### src/rtl/multicycle_pkg.sv
// Shared encodings for the multi-cycle CPU control FSM and its output decoder.
package multicycle_pkg;

  typedef enum logic [3:0] {
    S_IF    = 4'd0,
    S_ID    = 4'd1,
    S_MADDR = 4'd2,
    S_MRD   = 4'd3,
    S_LWB   = 4'd4,
    S_MWR   = 4'd5,
    S_REX   = 4'd6,
    S_RWB   = 4'd7,
    S_BEQ   = 4'd8,
    S_J     = 4'd9,
    S_JR    = 4'd10,
    S_IEX   = 4'd11,
    S_IWB   = 4'd12
  } state_e;

  // Opcodes (instruction[31:26])
  localparam logic [5:0] OP_RTYPE = 6'h00;
  localparam logic [5:0] OP_J     = 6'h02;
  localparam logic [5:0] OP_JAL   = 6'h03;
  localparam logic [5:0] OP_BEQ   = 6'h04;
  localparam logic [5:0] OP_ADDI  = 6'h08;
  localparam logic [5:0] OP_ADDIU = 6'h09;
  localparam logic [5:0] OP_SLTI  = 6'h0a;
  localparam logic [5:0] OP_SLTIU = 6'h0b;
  localparam logic [5:0] OP_ANDI  = 6'h0c;
  localparam logic [5:0] OP_LUI   = 6'h0f;
  localparam logic [5:0] OP_LW    = 6'h23;
  localparam logic [5:0] OP_SW    = 6'h2b;

  // Function codes (instruction[5:0]) for R-type
  localparam logic [5:0] FN_SLL  = 6'h00;
  localparam logic [5:0] FN_SRL  = 6'h02;
  localparam logic [5:0] FN_SRA  = 6'h03;
  localparam logic [5:0] FN_JR   = 6'h08;
  localparam logic [5:0] FN_JALR = 6'h09;

  // ALUOp codes for the downstream ALU control stage
  localparam logic [3:0] ALUOP_ADD      = 4'b0000;
  localparam logic [3:0] ALUOP_SUB      = 4'b0001;
  localparam logic [3:0] ALUOP_FUNCT    = 4'b0010;
  localparam logic [3:0] ALUOP_AND      = 4'b0100;
  localparam logic [3:0] ALUOP_SLT      = 4'b0101;
  localparam logic [3:0] ALUOP_UNSIGNED = 4'b1000;

  // Mux selects
  localparam logic [1:0] REGDST_RT       = 2'd0;
  localparam logic [1:0] REGDST_RD       = 2'd1;
  localparam logic [1:0] REGDST_RA       = 2'd2;
  localparam logic [1:0] MEMTOREG_MDR    = 2'd0;
  localparam logic [1:0] MEMTOREG_ALUOUT = 2'd1;
  localparam logic [1:0] MEMTOREG_PC     = 2'd2;
  localparam logic [1:0] SRCA_PC         = 2'd0;
  localparam logic [1:0] SRCA_REGA       = 2'd1;
  localparam logic [1:0] SRCA_SHAMT      = 2'd2;
  localparam logic [1:0] SRCB_REGB       = 2'd0;
  localparam logic [1:0] SRCB_FOUR       = 2'd1;
  localparam logic [1:0] SRCB_IMM        = 2'd2;
  localparam logic [1:0] SRCB_IMM_SH2    = 2'd3;
  localparam logic [1:0] PCSRC_ALU       = 2'd0;
  localparam logic [1:0] PCSRC_ALUOUT    = 2'd1;
  localparam logic [1:0] PCSRC_JUMP      = 2'd2;
  localparam logic [1:0] PCSRC_REGA      = 2'd3;

  typedef struct packed {
    logic       pc_write;
    logic       pc_write_cond;
    logic       iord;
    logic       mem_read;
    logic       mem_write;
    logic       ir_write;
    logic       reg_write;
    logic [1:0] reg_dst;
    logic [1:0] mem_to_reg;
    logic       ext_op;
    logic       lui_op;
    logic [1:0] alu_src_a;
    logic [1:0] alu_src_b;
    logic [3:0] alu_op;
    logic [1:0] pc_source;
  } ctrl_t;

endpackage

### src/rtl/multicycle_ctrl_decode.sv
// Combinational decode of (state, OpCode, Funct) into datapath controls.
module multicycle_ctrl_decode
  import multicycle_pkg::*;
(
  input  state_e     i_state,
  input  logic [5:0] i_opcode,
  input  logic [5:0] i_funct,
  output ctrl_t      o_ctrl
);

  // Every control defaults to 0; each state raises only what it needs.
  always_comb begin
    o_ctrl = '0;
    case (i_state)
      S_IF: begin
        o_ctrl.mem_read  = 1'b1;
        o_ctrl.ir_write  = 1'b1;
        o_ctrl.alu_src_a = SRCA_PC;
        o_ctrl.alu_src_b = SRCB_FOUR;
        o_ctrl.alu_op    = ALUOP_ADD;
        o_ctrl.pc_write  = 1'b1;
        o_ctrl.pc_source = PCSRC_ALU;
      end
      S_ID: begin
        o_ctrl.alu_src_a = SRCA_PC;
        o_ctrl.alu_src_b = SRCB_IMM_SH2;
        o_ctrl.ext_op    = 1'b1;
        o_ctrl.alu_op    = ALUOP_ADD;
      end
      S_MADDR: begin
        o_ctrl.alu_src_a = SRCA_REGA;
        o_ctrl.alu_src_b = SRCB_IMM;
        o_ctrl.ext_op    = 1'b1;
        o_ctrl.alu_op    = ALUOP_ADD;
      end
      S_MRD: begin
        o_ctrl.mem_read = 1'b1;
        o_ctrl.iord     = 1'b1;
      end
      S_LWB: begin
        o_ctrl.reg_write  = 1'b1;
        o_ctrl.reg_dst    = REGDST_RT;
        o_ctrl.mem_to_reg = MEMTOREG_MDR;
      end
      S_MWR: begin
        o_ctrl.mem_write = 1'b1;
        o_ctrl.iord      = 1'b1;
      end
      S_REX: begin
        o_ctrl.alu_src_b = SRCB_REGB;
        o_ctrl.alu_op    = ALUOP_FUNCT;
        // Shift-immediate forms take the shift amount on the A port
        if (i_funct == FN_SLL || i_funct == FN_SRL || i_funct == FN_SRA) begin
          o_ctrl.alu_src_a = SRCA_SHAMT;
        end else begin
          o_ctrl.alu_src_a = SRCA_REGA;
        end
      end
      S_RWB: begin
        o_ctrl.reg_write  = 1'b1;
        o_ctrl.reg_dst    = REGDST_RD;
        o_ctrl.mem_to_reg = MEMTOREG_ALUOUT;
      end
      S_BEQ: begin
        o_ctrl.alu_src_a     = SRCA_REGA;
        o_ctrl.alu_src_b     = SRCB_REGB;
        o_ctrl.alu_op        = ALUOP_SUB;
        o_ctrl.pc_write_cond = 1'b1;
        o_ctrl.pc_source     = PCSRC_ALUOUT;
      end
      S_J: begin
        o_ctrl.pc_write  = 1'b1;
        o_ctrl.pc_source = PCSRC_JUMP;
        // PC already holds PC+4 from fetch, so it is the link value
        if (i_opcode == OP_JAL) begin
          o_ctrl.reg_write  = 1'b1;
          o_ctrl.reg_dst    = REGDST_RA;
          o_ctrl.mem_to_reg = MEMTOREG_PC;
        end
      end
      S_JR: begin
        o_ctrl.pc_write  = 1'b1;
        o_ctrl.pc_source = PCSRC_REGA;
        if (i_funct == FN_JALR) begin
          o_ctrl.reg_write  = 1'b1;
          o_ctrl.reg_dst    = REGDST_RD;
          o_ctrl.mem_to_reg = MEMTOREG_PC;
        end
      end
      S_IEX: begin
        o_ctrl.alu_src_a = SRCA_REGA;
        o_ctrl.alu_src_b = SRCB_IMM;
        case (i_opcode)
          OP_ADDI: begin
            o_ctrl.alu_op = ALUOP_ADD;
            o_ctrl.ext_op = 1'b1;
          end
          OP_ADDIU: begin
            o_ctrl.alu_op = ALUOP_ADD | ALUOP_UNSIGNED;
            o_ctrl.ext_op = 1'b1;
          end
          OP_ANDI: begin
            o_ctrl.alu_op = ALUOP_AND;
          end
          OP_SLTI: begin
            o_ctrl.alu_op = ALUOP_SLT;
            o_ctrl.ext_op = 1'b1;
          end
          OP_SLTIU: begin
            o_ctrl.alu_op = ALUOP_SLT | ALUOP_UNSIGNED;
            o_ctrl.ext_op = 1'b1;
          end
          OP_LUI: begin
            // rs is $0, so A + (imm << 16) yields the upper immediate
            o_ctrl.alu_op = ALUOP_ADD;
            o_ctrl.lui_op = 1'b1;
          end
          default: ;
        endcase
      end
      S_IWB: begin
        o_ctrl.reg_write  = 1'b1;
        o_ctrl.reg_dst    = REGDST_RT;
        o_ctrl.mem_to_reg = MEMTOREG_ALUOUT;
      end
      default: ;
    endcase
  end

endmodule

### src/rtl/multicycle_controller.sv
// Main control FSM of the multi-cycle CPU: state register, sequencing, output gating.
module multicycle_controller
  import multicycle_pkg::*;
(
  input  logic       clk,
  input  logic       reset,
  input  logic [5:0] OpCode,
  input  logic [5:0] Funct,
  output logic       PCWrite,
  output logic       PCWriteCond,
  output logic       IorD,
  output logic       MemRead,
  output logic       MemWrite,
  output logic       IRWrite,
  output logic       RegWrite,
  output logic [1:0] RegDst,
  output logic [1:0] MemtoReg,
  output logic       ExtOp,
  output logic       LuiOp,
  output logic [1:0] ALUSrcA,
  output logic [1:0] ALUSrcB,
  output logic [3:0] ALUOp,
  output logic [1:0] PCSource
);

  state_e r_state;
  ctrl_t  w_ctrl;
  ctrl_t  w_out;

  // State register and sequencing; every instruction ends by returning to fetch.
  always_ff @(posedge clk) begin
    if (!reset) begin
      r_state <= S_IF;
    end else begin
      case (r_state)
        S_IF: r_state <= S_ID;
        S_ID: begin
          case (OpCode)
            OP_LW, OP_SW: r_state <= S_MADDR;
            OP_RTYPE:     r_state <= (Funct == FN_JR || Funct == FN_JALR) ? S_JR : S_REX;
            OP_BEQ:       r_state <= S_BEQ;
            OP_J, OP_JAL: r_state <= S_J;
            OP_ADDI, OP_ADDIU, OP_ANDI, OP_SLTI, OP_SLTIU, OP_LUI: r_state <= S_IEX;
            default:      r_state <= S_IF;
          endcase
        end
        S_MADDR: r_state <= (OpCode == OP_LW) ? S_MRD : S_MWR;
        S_MRD:   r_state <= S_LWB;
        S_REX:   r_state <= S_RWB;
        S_IEX:   r_state <= S_IWB;
        default: r_state <= S_IF;
      endcase
    end
  end

  multicycle_ctrl_decode u_decode (
    .i_state  (r_state),
    .i_opcode (OpCode),
    .i_funct  (Funct),
    .o_ctrl   (w_ctrl)
  );

  // Reset is sampled only at the edge, so outputs are also masked while it is low
  // to keep an aborted instruction from writing anything.
  assign w_out = reset ? w_ctrl : '0;

  assign PCWrite     = w_out.pc_write;
  assign PCWriteCond = w_out.pc_write_cond;
  assign IorD        = w_out.iord;
  assign MemRead     = w_out.mem_read;
  assign MemWrite    = w_out.mem_write;
  assign IRWrite     = w_out.ir_write;
  assign RegWrite    = w_out.reg_write;
  assign RegDst      = w_out.reg_dst;
  assign MemtoReg    = w_out.mem_to_reg;
  assign ExtOp       = w_out.ext_op;
  assign LuiOp       = w_out.lui_op;
  assign ALUSrcA     = w_out.alu_src_a;
  assign ALUSrcB     = w_out.alu_src_b;
  assign ALUOp       = w_out.alu_op;
  assign PCSource    = w_out.pc_source;

endmodule

### config.mk
export PLATFORM = sky130hd
export DESIGN_NAME = multicycle_controller
export DESIGN_NICKNAME = d
export VERILOG_FILES = /design/src/rtl/multicycle_pkg.sv /design/src/rtl/multicycle_ctrl_decode.sv /design/src/rtl/multicycle_controller.sv
export SDC_FILE = /design/constraint.sdc
export NUM_CORES = 1
export LEC_CHECK = 0
export CAP_MARGIN = 20
export CORE_MARGIN = 2
export CORE_UTILIZATION = 36
export CTS_CLUSTER_SIZE = 8
export DETAILED_ROUTE_END_ITERATION = 8
export GPL_TIMING_DRIVEN = 0
export PLACE_DENSITY = 0.86
export SKIP_LAST_GASP = 1
export SLEW_MARGIN = 30
export SYNTH_ARGS = -nofsm -noshare
export SYNTH_HDL_FRONTEND = slang
export SYNTH_SLANG_ARGS = --single-unit
### constraint.sdc
create_clock -name clk -period 2 [get_ports clk]
set_clock_uncertainty 0.05 [all_clocks]
set_input_delay 0.5 -clock clk [delete_from_list [all_inputs] [get_ports clk]]
set_output_delay 0.5 -clock clk [all_outputs]
set_load 0.1 [all_outputs]
==> metrics.txt, run 1 <==
Num CTS Buffers 3; Mean Syn Cell Area 6.76 sq um; area leader, netlist dfxtp_1; share of the synthesized area in the top cell type 0.104; Port Buffers 36; Log Error [ERROR DPL-0038] Utilization greater than 100%, impossible to legalize; hold_buf cts 0; worst endpoint type output port; DP Wirelength about 2.2 mm; share of the yosys chip area belonging to registers 0.104; Synthesized Nets approximately 130; Synthesis Warnings 0; Post-Place Worst Slack -1.72 ns; Stopped at 5_1_grt; most frequent cell after synthesis nor2_1; CTS max path bufs 2; die width roughly 50 um; Die H 50.3 um; largest net degree at the start of global routing 11; Post-synth EDFFs 0; Async SR Flop Fraction 0; grt repair worst endpoint RegWrite; cell count after synthesis 114; Initial Utilization 0.389; most area-consuming cells after synthesis dfxtp_1 10%, nor2_1 8.8%, buf_6 5.8%; Post-Syn Area roughly 770 sq um; Synth Register Bits 4; Most used DFF post-synth dfxtp_1; CTS Root Cell clkbuf_4; outcome aborted with a tool error; clock net sink count 4; GP Congestion 0.863; post-synthesis cell type count 47; H-tree depth 1; num rows 16; # IOs 37; top post-synthesis cells by count 18 x nor2_1, 9 x nand2_1, 8 x a21oi_1
per-stage QoR:
| step | hold WS [ns] | setup TNS (ns) | area (sq um) | instances |
|---|---|---|---|---|
| 3_3_place_gp | 0.569 | -33.48 | 1440 | 177 |
| 2_1_floorplan | 0.545 | -5.14 | 1040 | 114 |
| 3_5_place_dp | 0.587 | -33.98 | 1440 | 177 |
| 4_1_cts | 0.600 | -2.50 | 1860 | 195 |
repair_timing:
| action | in CTS |
|---|---|
| endpoints found under the setup margin | 25 |
| resized for setup | 263 |
| pin swaps | 13 |
| setup buffers | 15 |
kinds of logic after synthesis:
group,count (synthesis),synth area share
AOI/OAI and AO/OA,31,0.278
xor gates and xnor gates,4,0.0455
buffers and inverters,12,0.102
DFF,4,0.104
muxes,1,0.0130
and+or+nand+nor,62,0.458
==> run 2: changes to the inputs <==
--- a/config.mk
+++ b/config.mk
@@ -6,12 +6,11 @@
 export NUM_CORES = 1
 export LEC_CHECK = 0
 export CAP_MARGIN = 20
-export CORE_MARGIN = 2
-export CORE_UTILIZATION = 36
-export CTS_CLUSTER_SIZE = 8
+export CORE_AREA = 2 2 63 65
 export DETAILED_ROUTE_END_ITERATION = 8
+export DIE_AREA = 0 0 65 67
 export GPL_TIMING_DRIVEN = 0
-export PLACE_DENSITY = 0.86
+export PLACE_DENSITY_LB_ADDON = 0.15
 export SKIP_LAST_GASP = 1
 export SLEW_MARGIN = 30
 export SYNTH_ARGS = -nofsm -noshare
==> constraint.sdc (replaced) <==
create_clock -name clk -period 2.6 [get_ports clk]
set_clock_uncertainty 0.05 [all_clocks]
set_input_delay 0.65 -clock clk [delete_from_list [all_inputs] [get_ports clk]]
set_output_delay 0.65 -clock clk [all_outputs]
set_load 0.1 [all_outputs]
==> run 2 against run 1 <==
The flow now finishes, with violations (setup timing). Synthesized cell count unchanged. Area after synthesis unchanged.
==> metrics.txt, run 2 <==
outcome finished with violations (was aborted with a tool error); failing checks setup timing; worst slew pin tran 0.545 ns; gr ovfl total 0; worst hold path startpoint r_state[3]; die area approximately 4400 sq um; Max Cap Viol 0; most area-consuming cells after synthesis dfxtp_1 10%, nor2_1 8.8%, buf_6 5.8% (unchanged); VDD IR max approximately 0.11 mV; critical-path maximum fanout 3; Required @ worst endpoint 1.90 ns; Post-Route Utilization 0.404; share of layout cells above drive strength 1 0.506; Most used DFF post-synth dfxtp_1 (unchanged); post-synthesis cell type count 47 (unchanged); Reg clk slew, reported paths around 0.03 ns; Setup crit start Funct[5]; initial antenna violation count 0; # DRC 0; cell count after synthesis 114 (unchanged); # diodes 0; nets@finish around 170; routed wire length per instance between 10 and 15 um; area leader, netlist dfxtp_1 (unchanged); final antenna-violating net count 0; Post-Place Worst Slack -1.53 ns (was -1.72 ns); pins over their slew limit 0; Crit Path Class input port to primary output; Die H 67 um (was 50.3 um); commonest non-fill, non-tap cell in the layout buf_4; most frequent cell after synthesis nor2_1 (unchanged); Post-synth EDFFs 0 (unchanged); share of the synthesized area in the top cell type 0.104 (unchanged); critical path arrival about 2.0 ns; CTS Root Cell clkbuf_8 (was clkbuf_4); # IOs 37 (unchanged); Critical Path Source Type input port; Port Buffers 36 (unchanged); Mean Syn Cell Area 6.76 sq um (unchanged); H-tree depth 1 (unchanged); Worst slew margin 0.638; placed cell count 198 (was 177); nature of the critical path endpoint primary output; Lkg Pwr 0.000579 uW; fillers between 300 and 400; fin crit period 2.70 ns; Pre-antenna DRT Iters 4; Area Growth Syn to Fin 88.8%; DP Wirelength 2.10 mm (was 2.16 mm); hold_buf cts 0 (unchanged); top post-synthesis cells by count 18 x nor2_1, 9 x nand2_1, 8 x a21oi_1 (unchanged); share of the yosys chip area belonging to registers 0.104 (unchanged); Synthesized Nets 128 (unchanged); Post-Syn Area 771 sq um (unchanged); Post-Layout Cell Count about 200; area of the core about 3600 sq um; first-pass GRT wire length 4.60 mm; most frequent cells in the layout 12 x buf_4, 10 x nor2_1, 9 x buf_2; RSZ-0062 raised after global routing yes; vias after detailed routing between 1000 and 1500; Hold Path Class register to register; CTS tree built; Clock Latency Late Sink between 0.2 and 0.25 ns; Power per Cell Area between 200 and 300 nW/um^2; TNS Setup -0.166 ns; Initial Utilization 0.214 (was 0.389); clock net sink count 4 (unchanged); final worst slack -0.102 ns; vias in the first global route 1032; Final period util 1.04; First DRT Iteration DRCs 12; hold_ws about 0.57 ns; CTS max path bufs 2 (unchanged); fmax approximately 370 MHz; Synthesis Warnings 0 (unchanged); GRT Total Usage 0.133; largest net degree at the start of global routing 11; Synth Register Bits 4 (unchanged); die width 65 um (was 50.3 um); vias per cell between 5 and 6; final hold viol count 0; GP Congestion 0.884 (was 0.863); Num CTS Buffers 3 (unchanged); reg2reg setup slack between 0.8 and 0.9 ns; Largest register FFs 4; Total Wirelength approximately 2.7 mm; num rows 22 (was 16); Async SR Flop Fraction 0 (unchanged); # setup viols final 3; Largest regs r_state: 4 flops; Biggest register r_state; Reg2Reg Launch Point r_state[1]
[run 2: cell counts after synthesis]
Identical to the previous run, type by type.
[run 2: worst paths after layout]
check,cells after the start,endpoint
max,6,RegWrite
min,3,r_state[3]
max reg2reg,5,r_state[2]
min reg2reg,3,r_state[3]
[run 2: timing repair]
item                                   4_1_cts  5_1_grt
cloned                                       0        0
setup endpoints to repair                   23       12
gates resized for setup                    182       13
endpoints found under the hold margin        0        0
buffers inserted                             2        1
pin swaps                                    8        5
[run 2: through the flow]
stage	power, uW	area [sq um]
after floorplan	216	923
after global placement	277	1340
after detailed placement	276	1340
after CTS	412	1460
after global routing	427	1460
final	407	1460
[run 2: cell type report]
| cell class | instances | area (sq um) | area share |
|---|---|---|---|
| repair buffers | 39 | 358 | 0.246 |
| flip-flops and latches | 4 | 80.1 | 0.0550 |
| clock buffers | 3 | 41.3 | 0.0284 |
| plain buffers | 8 | 67.6 | 0.0464 |
| inverters | 4 | 15.0 | 0.0103 |
| well taps | 48 | 60.1 | 0.0413 |
| multi-input cells | 98 | 833 | 0.573 |
[run 2: kinds of logic after synthesis]
| family | synth area share |
|---|---|
| and+or+nand+nor | 0.458 |
| AOI/OAI and AO/OA | 0.278 |
| buffers and inverters | 0.102 |
| xor gates and xnor gates | 0.0455 |
| DFF | 0.104 |
| muxes | 0.0130 |
[run 2: critical path, cell delays in order]
cell and delay, ns:
buf_6 0.09, or4b_4 0.56, nor3_4 0.20, a41oi_4 0.08
o22ai_4 0.23, buf_12 0.20
[run 2: report_power, final]
part           leakage (uW)  total (uW)  internal (uW)  switching (uW)
registers         0.0000326        65.5           64.4            1.13
clock network     0.0000216         129           98.5            30.3
logic              0.000525         213           65.7             147
total              0.000579         407            229             179
[run 2: routing by layer]
layer | wire length (um) | GRT usage | up-vias | share of wire
li1 | - | - | 503 | -
met5 | 0 | 0 | - | 0
met1 | 1150 | 0.169 | 479 | 0.42
met2 | 1390 | 0.218 | 35 | 0.51
met3 | 144 | 0.0203 | 4 | 0.053
met4 | 27 | 0.0665 | 0 | 0.010
Power figures use the tool's default switching activity.
==> run 3: changes to the inputs <==
--- a/config.mk
+++ b/config.mk
@@ -11,6 +11,7 @@
 export DIE_AREA = 0 0 65 67
 export GPL_TIMING_DRIVEN = 0
 export PLACE_DENSITY_LB_ADDON = 0.15
+export SETUP_SLACK_MARGIN = 0.2
 export SKIP_LAST_GASP = 1
 export SLEW_MARGIN = 30
 export SYNTH_ARGS = -nofsm -noshare
==> run 3 against run 2 <==
First-iteration DRC count grew to 3.3 times the previous value. Worst hold slack gained 0.0074 ns. Power grew 9.3%. Global-route usage grew 0.96 points. Via count grew 4.6%. Setup slack lost 0.018 ns. The flow still finishes with violations (setup timing). Largest power group unchanged. Register-to-register slack lost 0.03 ns. Clock power is essentially flat.
==> metrics.txt, run 3 (synthesis results as in run 2) <==
P_int 252 uW (was 229 uW); Reg power frac 0.147 (was 0.161); share of layout cells above drive strength 1 0.627 (was 0.506); Required @ worst endpoint 1.90 ns (about the same); Die H 67 um (unchanged); vias per cell 4.92 (was 5.00); CTS max path bufs 2 (unchanged); gr ovfl total 0 (unchanged); most frequent cells in the layout 22 x buf_4, 16 x buf_6, 9 x nor2_4, 9 x buf_12, 7 x nor2_1 (was 12 x buf_4, 10 x nor2_1, 9 x buf_2); Pre-antenna DRT Iters 4 (unchanged); switching power 193 uW (was 179 uW); Largest regs r_state: 4 flops (unchanged); Num CTS Buffers 3 (unchanged); Largest register FFs 4 (unchanged); Critical Path Source Type input port (unchanged); CP max stage delay 0.55 ns (was 0.56 ns); outcome finished with violations (unchanged); critical path's slowest cell or4b_4 (unchanged); vias in the first global route 1039 (was 1032); H-tree depth 1 (unchanged); RSZ-0062 raised after global routing yes (unchanged); final antenna-violating net count 0 (unchanged); Lkg Pwr 0.000693 uW (was 0.000579 uW); hold_ws 0.577 ns (was 0.570 ns); TNS Setup -0.261 ns (was -0.166 ns); failing checks setup timing (unchanged); CTS tree built (unchanged); largest net degree at the start of global routing 11 (unchanged); nature of the critical path endpoint primary output (unchanged); Max Cap Viol 0 (unchanged); # setup viols final 3 (unchanged); Port Buffers 36 (unchanged); commonest non-fill, non-tap cell in the layout buf_4 (unchanged); Power per Cell Area 258 nW/um^2 (was 280 nW/um^2); Sw Ratio 0.433 (was 0.439); clock net sink count 4 (unchanged); WP buf/inv 2 (unchanged); First DRT Iteration DRCs 39 (was 12); vias after detailed routing 1068 (was 1021); # diodes 0 (unchanged); VDD IR max 0.0942 mV (was 0.110 mV); Final period util 1.05 (was 1.04); Total Wirelength 3.01 mm (was 2.71 mm); num rows 22 (unchanged); die width 65 um (unchanged); fin crit period 2.72 ns (was 2.70 ns); Hold Path Depth 3 (unchanged); DP Wirelength 2.14 mm (was 2.10 mm); GRT Total Usage 0.143 (was 0.133); final worst slack -0.120 ns (was -0.102 ns); Hold Path Class register to register (unchanged); Reg clk slew, reported paths 0.03 ns (about the same); area of the core 3610 sq um (unchanged); # DRC 0 (unchanged); WP depth 6 (unchanged); die area 4360 sq um (unchanged); pins over their slew limit 0 (unchanged); fmax 368 MHz (was 370 MHz); CP top delay family simple AND/OR/NAND/NOR gates (unchanged); Clock Latency Late Sink 0.21 ns (about the same); clock power share 0.291 (was 0.317); GP Congestion 0.898 (was 0.884); CTS Root Cell clkbuf_8 (unchanged); R2R cell count 6 (was 5); Area Growth Syn to Fin 124% (was 88.8%); initial antenna violation count 0 (unchanged); # IOs 37 (unchanged); Crit Path Class input port to primary output (unchanged); worst-path cell chain buf_6 > or4b_4 > nor3_4 > a41oi_4 > o22ai_4 > buf_12 (unchanged); final hold viol count 0 (unchanged); Initial Utilization 0.214 (unchanged); critical path arrival 2.02 ns (was 2.00 ns); nets@finish 185 (was 172); Combinational Power Share 0.562 (was 0.523); first-pass GRT wire length 4.89 mm (was 4.60 mm); Biggest register r_state (unchanged); routed wire length per instance 13.9 um (was 13.3 um); worst slew pin tran 0.480 ns (was 0.545 ns); Worst slew margin 0.679 (was 0.638); critical-path maximum fanout 2 (was 3)
run 3: cell count changes in the layout (fill, tap and decap cells not counted), sizes merged:
| cell | before | now |
|---|---|---|
| buf | 33 | 53 |
| dlygate4sd2 | 4 | 2 |
| clkdlybuf4s15 | 4 | 2 |
| clkdlybuf4s50 | 1 | 0 |
| clkbuf | 8 | 6 |
run 3: timing repair:
action,in CTS,in global routing
setup endpoints to repair,23,19
pin swaps,10,12
setup buffers,9,7
hold buffers,0,0
gates resized for setup,220,32
run 3: metrics by stage:
step           utilization  power [uW]  std cells  instance area [sq um]  worst slack [ns]
2_1_floorplan            -         221        114                    975            -0.472
3_3_place_gp         0.387         282        198                   1400             -1.45
3_5_place_dp         0.387         282        198                   1400             -1.46
4_1_cts              0.453         433        210                   1630            -0.174
5_1_grt              0.478         468        217                   1720            -0.177
6_report             0.478         445        217                   1720            -0.120
run 3: worst reg2reg max path, stage by stage, from the launching register on:
cell,delay (ns)
dfxtp_1,0.30
buf_6,0.14
nor3_4,0.27
buf_6,0.15
nand3_4,0.07
or4_1,0.52
a31oi_1,0.18
run 3: final timing paths:
kind	start	slack, ns	endpoint
max	Funct[5]	-0.12	RegWrite
min	r_state[3]	0.58	r_state[3]
max reg2reg	r_state[1]	0.85	r_state[2]
min reg2reg	r_state[3]	0.58	r_state[3]
run 3: cell type report:
| cell class | instances | area [sq um] |
|---|---|---|
| tap | 48 | 60.1 |
| inverter | 4 | 15.0 |
| fill | 368 | 1880 |
| timing repair buffer | 52 | 539 |
| buffer | 8 | 73.8 |
| sequential | 4 | 80.1 |
| multi-input combinational | 98 | 915 |
| clock buffer | 3 | 41.3 |
run 3: power by group through the flow:
stage	registers, uW	clock network (uW)	logic, uW
after global routing	65.5	140	263
after floorplan	66.1	0	155
after global placement	66.2	0	216
final	65.3	130	250
after CTS	65.3	135	233
after detailed placement	66.1	0	216
run 3: routing by layer:
layer	up-vias	part of all wire	track usage
met4	0	0.014	0.0665
met5	-	0	0
li1	530	-	-
met1	501	0.43	0.188
met3	6	0.038	0.0203
met2	31	0.51	0.229
